`config.mk`:
```
export PLATFORM = sky130hd
export DESIGN_NAME = osc_freq_meter_core
export DESIGN_NICKNAME = d
export VERILOG_FILES = /design/src/rtl/osc_meas_pkg.sv /design/src/rtl/ref_edge_sync.sv /design/src/rtl/osc_freq_meter_core.sv
export SDC_FILE = /design/constraint.sdc
export NUM_CORES = 1
export LEC_CHECK = 0
export CAP_MARGIN = 15
export CORE_MARGIN = 1
export CORE_UTILIZATION = 50
export CTS_CLUSTER_SIZE = 30
export DETAILED_ROUTE_END_ITERATION = 8
export PLACE_DENSITY = 0.74
export SLEW_MARGIN = 20
export SYNTH_ARGS = -nofsm -noshare
export SYNTH_HDL_FRONTEND = slang
export SYNTH_HIERARCHICAL = 1
export SYNTH_SLANG_ARGS = --single-unit
export TNS_END_PERCENT = 1
```
`constraint.sdc`:
```
create_clock -name TEST_CLK -period 4.4 [get_ports TEST_CLK]
set_input_delay 0.88 -clock TEST_CLK [delete_from_list [all_inputs] [get_ports TEST_CLK]]
set_output_delay 0.88 -clock TEST_CLK [all_outputs]
set_load 0.02 [all_outputs]
```
`src/rtl/osc_meas_pkg.sv`:
```
// Shared definitions for the oscillator measurement core.
//  - state_t      : measurement FSM states
//  - CNT_W_DEF    : default cycle-counter / result width
//  - GATE_W_DEF   : default gate-length width
//  - SYNC_MIN/MAX : legal range of the REF_CLK synchroniser depth
package osc_meas_pkg;

   typedef enum logic [1:0] {
      IDLE  = 2'd0,
      ARM   = 2'd1,
      COUNT = 2'd2
   } state_t;

   localparam int CNT_W_DEF  = 24;
   localparam int GATE_W_DEF = 8;
   localparam int SYNC_MIN   = 2;
   localparam int SYNC_MAX   = 4;

endpackage

```
`src/rtl/ref_edge_sync.sv`:
```
// REF_CLK synchroniser and rising-edge detector, clocked by TEST_CLK.
// Ports:
//  TEST_CLK  in   sampling clock
//  OPB_RST   in   asynchronous, active-high reset
//  REF_CLK   in   asynchronous reference clock
//  ref_rise  out  one TEST_CLK-cycle pulse per synchronised REF_CLK rising edge
module ref_edge_sync
   import osc_meas_pkg::*;
#(
   parameter int SYNC_STAGES = 2
) (
   input  logic TEST_CLK,
   input  logic OPB_RST,
   input  logic REF_CLK,
   output logic ref_rise
);

   logic [SYNC_STAGES-1:0] sync;
   logic                   prev;

   always_ff @(posedge TEST_CLK or posedge OPB_RST) begin
      if (OPB_RST) begin
         sync <= '0;
         prev <= 1'b0;
      end else begin
         sync <= {sync[SYNC_STAGES-2:0], REF_CLK};
         prev <= sync[SYNC_STAGES-1];
      end
   end

   // prev is the edge register: high on the last sync stage, low one cycle behind.
   assign ref_rise = sync[SYNC_STAGES-1] & ~prev;

endmodule

```
`src/rtl/osc_freq_meter_core.sv`:
```
// Oscillator frequency meter core. Counts TEST_CLK cycles across a gate of
// N REF_CLK periods, single-shot or continuous, with saturation, limit check
// and a valid/ack result handshake.
// Ports:
//  TEST_CLK, OPB_RST       clock / async active-high reset
//  REF_CLK                 reference clock (synchronised internally)
//  start, abort            1-cycle command pulses
//  cfg_cont, cfg_gate      mode and gate length (0 means 1)
//  cfg_lo, cfg_hi          inclusive result limits
//  busy                    high in ARM or COUNT
//  result, result_valid    last gate count and its valid flag
//  result_ack              consume result
//  in_range, saturated     flags registered alongside result
//  overrun                 sticky: unacked result overwritten; cleared by start
module osc_freq_meter_core
   import osc_meas_pkg::*;
#(
   parameter int CNT_W       = CNT_W_DEF,
   parameter int GATE_W      = GATE_W_DEF,
   parameter int SYNC_STAGES = 2
) (
   input  logic              TEST_CLK,
   input  logic              OPB_RST,
   input  logic              REF_CLK,
   input  logic              start,
   input  logic              abort,
   input  logic              cfg_cont,
   input  logic [GATE_W-1:0] cfg_gate,
   input  logic [CNT_W-1:0]  cfg_lo,
   input  logic [CNT_W-1:0]  cfg_hi,
   output logic              busy,
   output logic [CNT_W-1:0]  result,
   output logic              result_valid,
   input  logic              result_ack,
   output logic              in_range,
   output logic              saturated,
   output logic              overrun
);

   localparam logic [CNT_W-1:0] CNT_MAX = '1;

   state_t             state, state_n;
   logic               ref_rise;
   logic               term;
   logic [CNT_W-1:0]   cnt;
   logic [GATE_W-1:0]  gate_left;
   logic               sh_cont;
   logic [GATE_W-1:0]  sh_gate;
   logic [CNT_W-1:0]   sh_lo, sh_hi;
   logic [CNT_W-1:0]   res_n;
   logic               sat_n;

   function automatic logic [GATE_W-1:0] gate_eff(input logic [GATE_W-1:0] g);
      return (g == '0) ? GATE_W'(1) : g;
   endfunction

   ref_edge_sync #(.SYNC_STAGES(SYNC_STAGES)) u_sync (
      .TEST_CLK (TEST_CLK),
      .OPB_RST  (OPB_RST),
      .REF_CLK  (REF_CLK),
      .ref_rise (ref_rise)
   );

   // The terminal cycle counts itself, hence cnt+1; clipped at all-ones.
   assign sat_n = (cnt == CNT_MAX);
   assign res_n = sat_n ? CNT_MAX : cnt + 1'b1;
   assign busy  = (state != IDLE);

   always_ff @(posedge TEST_CLK or posedge OPB_RST) begin
      if (OPB_RST) state <= IDLE;
      else         state <= state_n;
   end

   always_comb begin
      state_n = state;
      term    = 1'b0;
      case (state)
         IDLE:    if (start) state_n = ARM;
         ARM:     if (ref_rise) state_n = COUNT;
         COUNT:   if (ref_rise && gate_left == GATE_W'(1)) begin
                     term    = 1'b1;
                     state_n = sh_cont ? COUNT : IDLE;
                  end
         default: state_n = IDLE;
      endcase
      // abort wins over everything, including a terminal edge in the same cycle
      if (abort) begin
         state_n = IDLE;
         term    = 1'b0;
      end
   end

   always_ff @(posedge TEST_CLK or posedge OPB_RST) begin
      if (OPB_RST) begin
         cnt          <= '0;
         gate_left    <= '0;
         sh_cont      <= 1'b0;
         sh_gate      <= '0;
         sh_lo        <= '0;
         sh_hi        <= '0;
         result       <= '0;
         result_valid <= 1'b0;
         in_range     <= 1'b0;
         saturated    <= 1'b0;
         overrun      <= 1'b0;
      end else begin
         if (state == IDLE && start && !abort) begin
            sh_cont <= cfg_cont;
            sh_gate <= cfg_gate;
            sh_lo   <= cfg_lo;
            sh_hi   <= cfg_hi;
            overrun <= 1'b0;
         end

         if (state == ARM && ref_rise) begin
            cnt       <= '0;
            gate_left <= gate_eff(sh_gate);
         end else if (state == COUNT) begin
            if (term) begin
               // restart on the terminal edge itself so no cycle is lost between gates
               cnt <= '0;
               if (sh_cont) begin
                  sh_cont   <= cfg_cont;
                  sh_gate   <= cfg_gate;
                  sh_lo     <= cfg_lo;
                  sh_hi     <= cfg_hi;
                  gate_left <= gate_eff(cfg_gate);
               end
            end else begin
               if (!sat_n) cnt <= cnt + 1'b1;
               if (ref_rise) gate_left <= gate_left - 1'b1;
            end
         end

         if (term) begin
            result       <= res_n;
            saturated    <= sat_n;
            in_range     <= (res_n >= sh_lo) && (res_n <= sh_hi);
            result_valid <= 1'b1;
            if (result_valid && !result_ack) overrun <= 1'b1;
         end else if (result_ack) begin
            result_valid <= 1'b0;
         end
      end
   end

endmodule

```
* After elaboration in Yosys (flattened, before gate mapping)
Cells that the tools add are included.
Word-level totals: register bits after elaboration 122, bits of input ports 63, output and inout port bits 29, word-level logic and storage cells 93
Operators by class: add/subtract/negate cells 2, magnitude comparators 2, equality and inequality tests 9, multiplexer cells 46, bitwise logic cells 2, reductions and logical operators 18
Operators by type and width (count):
- $mux W24 | 15
- $mux W8 | 12
- $add A24 B1 Y24 const B | 1
- $eq A24 B24 Y1 const B | 1
- $ge A24 B24 Y1 | 1
- $le A24 B24 Y1 | 1
- $logic_not A8 Y1 | 2
- $mux W1 | 13
- $mux W2 | 5
- $ne A3 B3 Y1 const B | 3
- $eq A8 B1 Y1 const B | 1
- $sub A8 B1 Y8 const B | 1
- $logic_and A1 B1 Y1 | 6
- $pmux W2 S3 | 1
- $reduce_and A3 Y1 | 2
- $reduce_bool A2 Y1 | 3
- $ne A3 B1 Y1 const B | 1
- $ne A3 B2 Y1 const B | 1
- $reduce_bool A3 Y1 | 1
- $eq A2 B1 Y1 const B | 1
- $eq A2 B2 Y1 const B | 1
- $logic_not A1 Y1 | 2
- $logic_not A2 Y1 | 1
- $reduce_and A2 Y1 | 1
- 2 further kinds | 2

* Logic depth before layout (Yosys ltp)
Gate-level depths: netlist of run 1.
depth after elaboration 9, mapped depth 15, mapped depth without buffers 14

* By module
Netlist of run 1, hierarchy kept.
By module, submodules not included:
- osc_freq_meter_core | instances 1, cells an instance 669, area each 6692.7 um^2, sequential area each 2977.9 um^2
- ref_edge_sync | instances 1, cells an instance 5, area each 92.6 um^2, sequential area each 75.1 um^2

* Least setup slack after synthesis of run 1
Ideal clock, no wire load.
kind register -> register, start point reg cnt[0], end point reg in_range, setup time 0.065 ns, data arrival time 3.352 ns, data required time 4.335 ns, path slack 0.983 ns, cell stages (with the launch flop) 15, buffers on the path 3, period minus slack after synthesis 3.417 ns, cells stage by stage dfrtp_1 > ha_1 > nand3_2 > or3_4 > or3_1 > buf_2 > buf_2 > buf_2 > nand2_1 > ha_1 > a21oi_1 > nand2_1 > a211o_1 > a2111oi_0 > o221a_2
On the way: cells in the longest elaborated chain, start to end 4, elaborated cells between the ends (all ways) 6, those cells by class 1 x add/sub; 2 x order compare; 1 x eq/ne; 1 x mux; 1 x reduce/logical
RTL lines:
- start: declaration | RTL line osc_freq_meter_core.sv:45 | logic [CNT_W-1:0] cnt;
- start signal: assignment | RTL line osc_freq_meter_core.sv:130 | if (!sat_n) cnt <= cnt + 1'b1;
- $add A24 B1 Y24 / $eq A24 B24 Y1 (equally long branches) | RTL line osc_freq_meter_core.sv:66, osc_freq_meter_core.sv:65
- $mux W24 (*) | RTL line osc_freq_meter_core.sv:66 | assign res_n = sat_n ? CNT_MAX : cnt + 1'b1;
- net res_n[6] | RTL line osc_freq_meter_core.sv:50 | logic [CNT_W-1:0] res_n;
- $ge A24 B24 Y1 / $le A24 B24 Y1 (equally long branches) | RTL line osc_freq_meter_core.sv:138 | in_range <= (res_n >= sh_lo) && (res_n <= sh_hi);
- $logic_and A1 B1 Y1 (*) | RTL line osc_freq_meter_core.sv:138
- end signal: assignment | RTL line osc_freq_meter_core.sv:138
- end: declaration | RTL line osc_freq_meter_core.sv:35 | output logic in_range,
The timed path passes the listed nets; every way through them passes the cells marked *. A chain may end at the register's enable or synchronous reset.

* Worst setup path in the final report of run 1
Same ends and word-level chain as after synthesis.

==> metrics.md, run 1 <==
| Metric | Value |
|---|---|
| Clk buf depth | `2` |
| Post-synth cell types | `54` |
| Global-route wire length before repair | `~27 mm` |
| Area of the core | `between 0.01 and 0.015 mm2` |
| Min Tclk post-route | `3.89 ns` |
| Min-Delay Path Class | `register to register` |
| Mapped cell area | `0.00679 mm2` |
| Largest net degree at the start of global routing | `between 60 and 70` |
| Finished Cell Area | `0.00847 mm2` |
| Ys flop type | `dfrtp_1` |
| Gr ovfl total | `0` |
| R2R depth | `10` |
| Worst-path fanout max | `10` |
| Largest family of logic cells by synthesized area | `compound AO/OA/AOI/OAI gates` |
| Gate Count Post-Synth | `approximately 670` |
| Share of layout cells above drive strength 1 | `0.148` |
| Nets | `around 880` |
| CTS Sinks | `around 120` |
| Final non-filler cell total | `between 900 and 1000` |
| Placed insts | `~920` |
| CTS resizes | `0` |
| Max stage delay on crit path | `between 0.6 and 0.7 ns` |
| Hold Crit Depth | `0` |
| Largest delay share family, worst path | `simple AND/OR/NAND/NOR gates` |
| Clock Skew | `0.00773 ns` |
| CTS root buf | `clkbuf_16` |
| Max-slew headroom | `0.366` |
| Antenna Cells | `0` |
| Top cell type's share of synthesized area | `0.450` |
| Critical R2R Launch | `cnt[0]$_DFFE_PP0P_` |
| Clk slew on worst S/H paths | `around 0.060 ns` |
| Final Cycle Share | `0.884` |
| Number of fill cells | `between 1000 and 1500` |
| WP data arrival | `about 4.3 ns` |
| VDD IR max | `between 200 and 300 uV` |
| Final wirelength | `roughly 16 mm` |
| FF+latch area | `a little over 0.003 mm2` |
| CP Class | `register to register` |
| Compound-cell area share of the yosys netlist | `0.137` |
| Pins Over Slew Limit | `0` |
| DPL Wire Length | `11.6 mm` |
| Die W | `about 120 um` |
| Initial antenna violation count | `0` |
| I/O pin count | `92` |
| Leading area contributor after synthesis | `dfrtp_1` |
| Total power | `approximately 3.6 mW` |
| Mux contribution to synthesized area | `0.0979` |
| Unrepaired setup endpoints after global routing | `false` |
| Yosys warns | `6` |
| Worst Hold Margin | `0.354 ns` |
| TritonRoute pass-1 iters | `7` |
| Placer Congestion | `0.877` |
| Placed inst area | `around 0.0079 mm2` |
| Row cnt | `42` |
| Hold path startpoint | `u_sync/sync[0]$_DFF_PP0_` |
| Fin. Hold Viols | `0` |
| FFs w/ async S/R, synth | `1.00` |
| Worst path most repeated cell | `ha_1` |
| Port bufs | `91` |
| Sequential share of the synthesized area | `0.450` |
| CP endpoint kind | `register` |
| Vias in the first global route | `~5500` |
| Critical Path Source Type | `register` |
| DR vias/cell | `approximately 5.7` |
| Simple-gate share of the synthesized area | `0.137` |
| Synth top area cells | `dfrtp_1 (45%), mux2_2 (9.8%), ha_1 (9.4%)` |
| Max-Cap Viols | `0` |
| Post-synth EDFFs | `0` |
| Worst hold endpoint | `u_sync/sync[1]$_DFF_PP0_` |
| Area delta synth->final | `24.9%` |
| Setup TNS | `0 ns` |
| Routed vias | `around 5400` |
| CP bufs+invs | `0` |
| Reg2reg end | `in_range$_DFFE_PP0P_` |
| Fin util | `0.640` |
| DR WL/cell | `16.7 um` |
| Power Density | `between 400 and 500 mW/mm2` |
| WP depth | `10` |
| Residual DRC | `0` |
| Max frequency | `approximately 0.26 GHz` |
| Final setup fails | `0` |
| Hold_buf cts | `0` |
| H-tree levels | `4` |
| Status | `complete, no violations` |
| Clock Latency Late Sink | `around 0.42 ns` |
| Multi-input logic area | `roughly 0.0034 mm2` |
| Worst path cell trace | `ha_1 -> nand3_2 -> nor3_2 -> and3_1 -> mux2_2 -> ha_1 -> nand4_1 -> or4_1 -> o41ai_1 -> o221a_2` |
| Die area | `0.0140 mm2` |
| Leakage power | `3.98 nW` |
| Pre-CTS WS | `0.579 ns` |
| Die Y | `around 120 um` |
| GRT Overall Usage | `0.244` |
| Detail Route Antenna Nets | `0` |
| R2r setup slk | `~0.51 ns` |
| Initial DRC count | `373` |
| Slowest CP cell | `or4_1` |
| Synth Area in Adders | `0.0940` |
| Synth Register Bits | `122` |
| Number of buffers created by CTS | `17` |
| Setup ws final | `between 0.5 and 0.6 ns` |
| Worst EP required | `4.76 ns` |
| Starting density of the core | `0.512` |
| Post-synthesis xor/xnor area fraction | `0.0323` |
| Slew @ Worst Pin | `roughly 0.94 ns` |
| Post-CTS Setup Repair Bufs | `0` |
| TritonCTS clock tree | `built` |
| Syn_nets | `about 800` |
| Syn Area/Cell | `between 10 and 15 um2` |
==> power by group <==
part	leakage [nW]	internal [mW]	switching, mW
clock network	0.309	0.933	0.479
logic	2.12	0.394	0.369
registers	1.55	1.30	0.137
total	3.98	2.62	0.985
==> per-layer routing <==
metal | vias up | wire (um) | global-route usage
met1 | 2643 | 7060 | 0.316
met2 | 177 | 7600 | 0.394
met3 | 37 | 882 | 0.0541
met4 | 0 | 358 | 0.104
met5 | - | 0 | 0
li1 | 2579 | - | -
==> cell type report <==
class | instances | share of cell area
well taps | 176 | 0.0260
clock inverters | 7 | 0.0100
repair buffers | 100 | 0.117
clock buffers | 25 | 0.0620
multi-input cells | 468 | 0.400
flip-flops and latches | 122 | 0.360
inverters | 53 | 0.0238
==> Yosys cell counts (6+ instances only) <==
| library cell | count |
|---|---|
| clkbuf_1 | 12 |
| a211oi_1 | 6 |
| o21ai_0 | 36 |
| mux2_2 | 59 |
| dfrtp_1 | 122 |
| a21oi_1 | 36 |
| xor2_1 | 14 |
| nand4_1 | 13 |
| nand3_1 | 16 |
| nand2_1 | 65 |
| inv_1 | 53 |
| nor2b_1 | 9 |
| a31oi_1 | 22 |
| buf_2 | 17 |
| xnor2_1 | 11 |
| o31ai_1 | 12 |
| ha_1 | 51 |
| nor2_1 | 42 |
==> state kept, by name (all words and copies together), names as in the netlist, 2 cells and up <==
| signal | count |
|---|---|
| sh_hi | 24 |
| gate_left | 8 |
| sh_gate | 8 |
| state | 2 |
| u_sync/sync | 2 |
| result | 24 |
| cnt | 24 |
| sh_lo | 24 |
==> cells in the final DEF (no fill, tap or decap), types with 6 or more instances in the layout <==
cell / count
o31ai_1: 12
nor2_1: 42
clkbuf_16: 17
a21oi_1: 35
clkdlybuf4s50_1: 91
nor2b_1: 9
inv_1: 52
xnor2_1: 11
o21ai_0: 36
a211oi_1: 6
mux2_2: 59
buf_4: 7
dfrtp_1: 122
xor2_1: 14
nand4_1: 13
a31oi_1: 22
clkbuf_8: 7
ha_1: 51
nand3_1: 16
nand2_1: 65
==> worst max-delay path by stage <==
stage                             startpoint  slack [ns]                   end
after floorplan                      OPB_RST        0.36    cnt[0]$_DFFE_PP0P_
after global placement    cnt[0]$_DFFE_PP0P_        0.75  in_range$_DFFE_PP0P_
after detailed placement  cnt[0]$_DFFE_PP0P_        0.58  in_range$_DFFE_PP0P_
after CTS                 cnt[0]$_DFFE_PP0P_        0.57  in_range$_DFFE_PP0P_
after global routing      cnt[0]$_DFFE_PP0P_        0.28  in_range$_DFFE_PP0P_
final                     cnt[0]$_DFFE_PP0P_        0.51  in_range$_DFFE_PP0P_
==> cells by family after synthesis <==
| kind of cell | count (synthesis) |
|---|---|
| mux | 59 |
| buf+inv | 84 |
| flops | 122 |
| fa+ha+maj | 51 |
| xor+xnor | 25 |
| simple gates | 186 |
| compound gates | 147 |
Note: power is estimated with default switching activity, not from simulation.
==> run 2, diff against run 1 <==
- CAP_MARGIN: 15 -> 10
==> results of run 2 <==
No change in the layout: final DEF, timing and power equal those of run 1.
==> run 3, diff against run 2 <==
- CAP_MARGIN: 10 -> 20
==> results of run 3 <==
No change in the layout: final DEF, timing and power equal those of run 1.
